[src/rtl/izh_spike_monitor.sv]
// Spike detector / ISI meter for the Izhikevich neuron sample stream.
// Hysteretic threshold FSM, saturating ISI gap counter, windowed spike-count reports.
module izh_spike_monitor #(
  parameter int VW    = 8,
  parameter int ISI_W = 12,
  parameter int CNT_W = 8,
  parameter int WIN_W = 12,
  parameter logic signed [VW-1:0] THRESH_HI = 8'sd19,
  parameter logic signed [VW-1:0] THRESH_LO = -8'sd16
) (
  input  logic             clk,
  input  logic             rst_n,
  input  logic [VW-1:0]    v_in,
  input  logic             v_valid,
  input  logic [WIN_W-1:0] win_len,
  output logic             spike,
  output logic [ISI_W-1:0] isi,
  output logic             isi_valid,
  output logic [CNT_W-1:0] rpt_count,
  output logic [ISI_W-1:0] rpt_isi,
  output logic             rpt_valid,
  input  logic             rpt_ready,
  output logic             overrun
);

  localparam logic ARMED = 1'b0;
  localparam logic FIRED = 1'b1;

  logic             state_q, state_d;
  logic             seen_q, seen_d;
  logic [ISI_W-1:0] gap_q, gap_d, gap_inc;
  logic [ISI_W-1:0] isi_q, isi_d;
  logic             spike_q, isi_valid_q;
  logic [WIN_W-1:0] wcnt_q, wcnt_d, wcnt_inc, wlen_q, wlen_d, eff_len;
  logic [CNT_W-1:0] scnt_q, scnt_d, scnt_inc;
  logic [CNT_W-1:0] rpt_count_q, rpt_count_d;
  logic [ISI_W-1:0] rpt_isi_q, rpt_isi_d;
  logic             rpt_valid_q, rpt_valid_d, overrun_q, overrun_d;
  logic signed [VW-1:0] v_s;
  logic             hit, spike_now, isi_upd, win_on, close, accept;

  always_comb begin
    v_s       = $signed(v_in);
    hit       = (state_q == ARMED) && (v_s >= THRESH_HI);
    spike_now = v_valid && hit;

    state_d = state_q;
    if (v_valid) begin
      if (hit)                                          state_d = FIRED;
      else if (state_q == FIRED && v_s <= THRESH_LO)    state_d = ARMED;
    end

    gap_inc = (gap_q == '1) ? gap_q : gap_q + ISI_W'(1);
    gap_d   = gap_q;
    if (v_valid) gap_d = hit ? '0 : gap_inc;
    isi_upd = spike_now && seen_q;
    isi_d   = isi_upd ? gap_inc : isi_q;
    seen_d  = seen_q | spike_now;

    // A zero captured length means no window yet: keep following win_len live.
    eff_len  = (wlen_q != '0) ? wlen_q : win_len;
    win_on   = v_valid && (eff_len != '0);
    wcnt_inc = wcnt_q + WIN_W'(1);
    close    = win_on && (wcnt_inc == eff_len);
    scnt_inc = (hit && scnt_q != '1) ? scnt_q + CNT_W'(1) : scnt_q;

    wcnt_d = wcnt_q;
    scnt_d = scnt_q;
    wlen_d = wlen_q;
    if (v_valid) wlen_d = close ? win_len : eff_len;
    if (close) begin
      wcnt_d = '0;
      scnt_d = '0;
    end else if (win_on) begin
      wcnt_d = wcnt_inc;
      scnt_d = scnt_inc;
    end

    accept      = rpt_valid_q && rpt_ready;
    rpt_count_d = rpt_count_q;
    rpt_isi_d   = rpt_isi_q;
    rpt_valid_d = rpt_valid_q;
    overrun_d   = overrun_q;
    if (close) begin
      rpt_count_d = scnt_inc;
      rpt_isi_d   = isi_d;
      rpt_valid_d = 1'b1;
      overrun_d   = overrun_q | (rpt_valid_q && !rpt_ready);
    end else if (accept) begin
      rpt_valid_d = 1'b0;
    end
  end

  always_ff @(posedge clk) begin
    if (!rst_n) begin
      state_q     <= ARMED;
      seen_q      <= 1'b0;
      gap_q       <= '0;
      isi_q       <= '0;
      spike_q     <= 1'b0;
      isi_valid_q <= 1'b0;
      wcnt_q      <= '0;
      scnt_q      <= '0;
      wlen_q      <= '0;
      rpt_count_q <= '0;
      rpt_isi_q   <= '0;
      rpt_valid_q <= 1'b0;
      overrun_q   <= 1'b0;
    end else begin
      state_q     <= state_d;
      seen_q      <= seen_d;
      gap_q       <= gap_d;
      isi_q       <= isi_d;
      spike_q     <= spike_now;
      isi_valid_q <= isi_upd;
      wcnt_q      <= wcnt_d;
      scnt_q      <= scnt_d;
      wlen_q      <= wlen_d;
      rpt_count_q <= rpt_count_d;
      rpt_isi_q   <= rpt_isi_d;
      rpt_valid_q <= rpt_valid_d;
      overrun_q   <= overrun_d;
    end
  end

  assign spike     = spike_q;
  assign isi       = isi_q;
  assign isi_valid = isi_valid_q;
  assign rpt_count = rpt_count_q;
  assign rpt_isi   = rpt_isi_q;
  assign rpt_valid = rpt_valid_q;
  assign overrun   = overrun_q;

endmodule
[config.mk]
export PLATFORM = sky130hd
export DESIGN_NAME = izh_spike_monitor
export DESIGN_NICKNAME = d
export VERILOG_FILES = /design/src/rtl/izh_spike_monitor.sv
export SDC_FILE = /design/constraint.sdc
export NUM_CORES = 1
export LEC_CHECK = 0
export CELL_PAD_IN_SITES_DETAIL_PLACEMENT = 1
export CELL_PAD_IN_SITES_GLOBAL_PLACEMENT = 2
export CORE_MARGIN = 2
export CORE_UTILIZATION = 33
export CTS_CLUSTER_DIAMETER = 120
export CTS_CLUSTER_SIZE = 8
export DETAILED_ROUTE_END_ITERATION = 8
export GPL_ROUTABILITY_DRIVEN = 0
export PLACE_DENSITY = 0.76
export SYNTH_ARGS = -nofsm -noshare
export SYNTH_HDL_FRONTEND = slang
export SYNTH_SLANG_ARGS = --single-unit
[constraint.sdc]
create_clock -name clk -period 3.85 [get_ports clk]
set_clock_uncertainty 0.1 [all_clocks]
set_input_delay 0.77 -clock clk [delete_from_list [all_inputs] [get_ports clk]]
set_output_delay 0.77 -clock clk [all_outputs]
set_load 0.02 [all_outputs]
* Yosys cells after proc, flatten, opt, wreduce, memory -nomap -nowiden
Cells that the tools add are included.
Storage, ports and cells: register bits 82, bits in latches 0, memory bits (writable) 0, bits in read-only memories 0, bits of input ports 24, output and inout port bits 36, word-level logic and storage cells 51, memories 0
Cells by class: add/sub/neg operators 3, multiply operators 0, divide/modulo/power cells 0, $lt $le $gt $ge 2, equality and inequality tests 3, shifts and indexed selects 0, muxes and demuxes 10, bitwise gates (word level) 4, reduce and logical (&&, ||, !) cells 16
Operator list (count):
- $mux 12 | 5
- $add 12x1->12 const B | 2
- $reduce_bool 12->1 | 2
- $eq 12x12->1 | 1
- $eq 12x12->1 const B | 1
- $logic_and 1x1->1 | 9
- $add 8x1->8 const B | 1
- $ge 8x6->1 const B | 1
- $le 8x5->1 const B | 1
- $mux 8 | 1
- $ne 8x8->1 const B | 1
- $mux 1 | 4
- $reduce_bool 2->1 | 2
- $not 1->1 | 2
- $or 1x1->1 | 2
- $reduce_and 2->1 | 1
- $reduce_or 2->1 | 1
- $logic_not 1->1 | 1

* Depth between registers and ports, before layout
depth after elaboration 6, mapped depth 9, mapped depth without buffers 8

* Worst setup path after synthesis
Ideal clock, no wire load.
kind register -> register, from register wcnt_q[0], to register wlen_q[10], library setup time 0.117 ns, data arrival time 2.532 ns, data required time 3.633 ns, path slack 1.101 ns, stages on the path, launching flop included 10, buffers on the path 1, path through dfxtp_1 -> ha_1 -> nand3_2 -> or4_1 -> a21o_1 -> a2111oi_2 -> and4_1 -> nor2_2 -> buf_6 -> a22o_1
On the way: cells in the longest elaborated chain, start to end 4
Ends and longest elaborated chain:
- from (decl) | line 34 | logic [WIN_W-1:0] wcnt_q, wcnt_d, wcnt_inc, wlen_q, wlen_d, eff_len;
- from (signal assigned) | line 116 | wcnt_q <= wcnt_d;
- $add 12x1->12 | line 63 | wcnt_inc = wcnt_q + WIN_W'(1);
- $eq 12x12->1 | line 64 | close = win_on && (wcnt_inc == eff_len);
- $logic_and 1x1->1 | line 64
- $mux 12 | line 70 | if (v_valid) wlen_d = close ? win_len : eff_len;
- to (signal assigned) | line 118 | wlen_q <= wlen_d;
- to (decl) | line 34
No other way between the ends. A chain may end at the register's enable or synchronous reset.

* Worst setup path after layout
from register wcnt_q[0], to register wlen_q[0]
Same word-level chain as after synthesis.

==> impl_metrics.yaml <==
drt:
  drtIter0Drc: 108
  post_drt_wl_per_cell_um: 17.6
  dr.pass1.iters: 4
  antenna_left: 0
  wl_mm: 11.3
  viasPerCell: 5.41
  drc_errors: 0
  via_count: 3487
logic_synthesis:
  synth_seq_cells: 82
  synth_area_per_cell_um2: 8.97
  synth_top_area_share: 0.415
  synthFlopType: "dfxtp_1"
  synth_cell_types: 55
  post_synth_mux_area_share: 0.0164
  synth-xor-area-share: 0.120
  synth_edf_count: 0
  synthArstFlopShare: 0
  synth_compound_area_frac: 0.186
  synth_area_um2: 3960
  yosys.area_share.simple: 0.218
  yosysTopAreaCell: "dfxtp_1"
  synthesis.nets: 468
  synth_top_family_by_area: "simple AND/OR/NAND/NOR gates"
  yosys_warnings: 0
  yosys-top-cells-area: "dfxtp_1, xnor2_1, nand2_1"
  synth_fa_ha_area_frac: 0.00948
  yosysSeqAreaShare: 0.415
  synthesis.instances: 441
sta:
  max_freq_ghz: 0.309
  rsz0062_at_grt: "false"
  hold_viol_final: 0
  maxSlewViolCount: 0
  maxSlewHeadroom: 0.308
  finalCritPeriodShare: 0.841
  tightest_slew_ns: 1.04
  finalCriticalPeriod_ns: 3.24
  tns_ns: 0
  setup_viol: 0
clock_network:
  clock_path_buffers: 2
  cts_resized: 0
  cts_tree: "yes"
  postCtsHoldBufs: 0
  clockRootBuffer: "clkbuf_16"
  clkLatencyLatePin_ns: 0.34
  clk_pin_slew_ns: 0.06
  htree_num_levels: 3
  postCtsSetupRepairBufs: 0
  clkSinkCount: 82
  cts_made_buffers: 9
setup_path:
  r2r_start: "wcnt_q[0]"
  reg2reg_slack_ns: 0.61
  worstPathCellList: "ha_1 > nand3_2 > or4_1 > a21o_1 > a2111oi_2 > nand4_1 > a21oi_2 > a22o_1"
  cpPeakStageDelay_ns: 0.59
  crit_slowest_cell: "or4_1"
  arrival_ns: 3.43
  r2r-end: "wlen_q[0]"
  cp-end-kind: "flip-flop"
  rr_worst_depth: 8
  crit_type: "flip-flop to flip-flop"
  cp.required_ns: 4.04
  crit_family: "compound AO/OA/AOI/OAI gates"
  crit_buf_inv: 0
  cp-start-kind: "flip-flop"
  crit_fanout: 12
pwr:
  p_per_area_nw_per_um2: 506
  peakVddDrop_uv: 268
  p_total_w: 0.00252
  leakage_nw: 1.88
layout:
  fillers: 1355
  nets: 524
  design_area_um2: 4970
  n_antenna_cell: 0
  drive_above_1_share: 0.0737
  final_core_util: 0.430
  area_growth_syn_to_layout_pct: 25.7
global_routing:
  grt_pass1_vias: 3640
  grt_pass1_wl_mm: 18.8
  track_usage: 0.186
  antenna_found_initial: 0
  grt_max_degree: 30
  gr-total-overflow: 0
die:
  coreArea_um2: 11600
  die_area_um2: 12900
  io_pins: 60
  initial_core_util: 0.342
  die_w_um: 114
  fp.dieH_um: 114
  rows: 39
flow_run:
  cap_violations: 0
min_path:
  holdPathEnd: "rpt_count[7]"
  hold_class: "flip-flop to flip-flop"
  hp-start: "rpt_count[7]"
  min_path_cells: 2
place:
  post_dp_cell_area_um2: 4690
  hpwl_mm: 8.05
  port_buffers: 59
outcome:
  outcome: "complete, no violations"
## layout by cell type, fill, tap and decap left out, types with 4 or more instances in the layout
cell type	count
nor2_1	35
nand4_1	9
a21o_1	5
nor4b_1	4
clkdlybuf4s50_1	59
nand2_1	55
nor4_1	7
a31oi_1	8
a41oi_1	8
xnor2_1	24
a21oi_1	23
nor2b_1	6
clkbuf_16	9
nor3_1	10
o21ai_0	15
buf_4	10
nand3_1	14
o22a_1	12
inv_1	6
and3_1	10
dfxtp_1	82
xor2_1	15
xnor3_1	6
a22o_1	12
and2_1	5
o21a_1	5
## worst max path at each step
stage	from	end	slack, ns	cells past startpoint
2_1_floorplan	wcnt_q[0]	wlen_q[10]	1.10	9
3_3_place_gp	win_len[8]	wlen_q[7]	0.37	8
3_5_place_dp	win_len[8]	wlen_q[6]	0.31	8
4_1_cts	wcnt_q[0]	wlen_q[10]	0.61	8
5_1_grt	wcnt_q[0]	wlen_q[3]	0.37	8
6_report	wcnt_q[0]	wlen_q[0]	0.61	8
## registers in the layout, summed over array words and instances (netlist names), 8 cells and up
| name | count |
|---|---|
| rpt_count | 8 |
| isi | 12 |
| rpt_isi | 12 |
| wlen_q | 12 |
| scnt_q | 8 |
| wcnt_q | 12 |
| gap_q | 12 |
## cell usage after synthesis, types with 6 or more instances
master    count
a21oi_1      23
a22o_1       12
a31oi_1       8
a41oi_1       8
and3_1       10
clkbuf_1     15
dfxtp_1      82
inv_1         6
nand2_1      55
nand3_1      14
nand4_1       9
nor2_1       35
nor2b_1       6
nor3_1       10
nor4_1        7
o21ai_0      15
o22a_1       12
xnor2_1      24
xnor3_1       6
xor2_1       15
## tightest hold or removal path: cells and delay by family (launching register included)
kind,cells,cell delay (ns)
AOI/OAI and AO/OA,1,0.05
and+or+nand+nor,1,0.05
DFF,1,0.31
## final cells by class
type                            count  area [um^2]  area share
Clock buffer                       11          233      0.0468
Clock inverter                      5         55.1      0.0111
Inverter                            6         22.5     0.00453
Multi-Input combinational cell    329         2180       0.438
Sequential cell                    82         1640       0.330
Tap cell                          143          179      0.0360
Timing Repair Buffer               69          666       0.134
## per-stage QoR
step | hold slack, ns | worst slack [ns] | std cells
after floorplan | 0.345 | 1.10 | 441
after global placement | 0.344 | 0.370 | 629
after detailed placement | 0.345 | 0.314 | 629
after CTS | 0.356 | 0.610 | 645
after global routing | 0.366 | 0.370 | 645
final | 0.351 | 0.613 | 645
## where the power goes
group	total [W]	switching [W]	internal (W)
Clock	0.000862	0.000361	0.000501
Combinational	0.000682	0.000360	0.000321
Sequential	0.000973	0.0000670	0.000906
## routing by layer
metal,track usage,share of wire
met1,0.247,0.49
met5,0,0
met3,0.0298,0.023
met2,0.302,0.47
met4,0.0772,0.018
## logic make-up (layout without fill, tap and decap cells)
group                    Yosys count  in the layout
flip-flops                        82             82
multiplexers                       6              6
AO/OA/AOI/OAI                    105            105
buffers and inverters             30             91
XOR/XNOR                          45             45
adder cells (fa/ha/maj)            3              3
AND/OR/NAND/NOR                  170            170
Note: power is estimated with default switching activity, not from simulation.
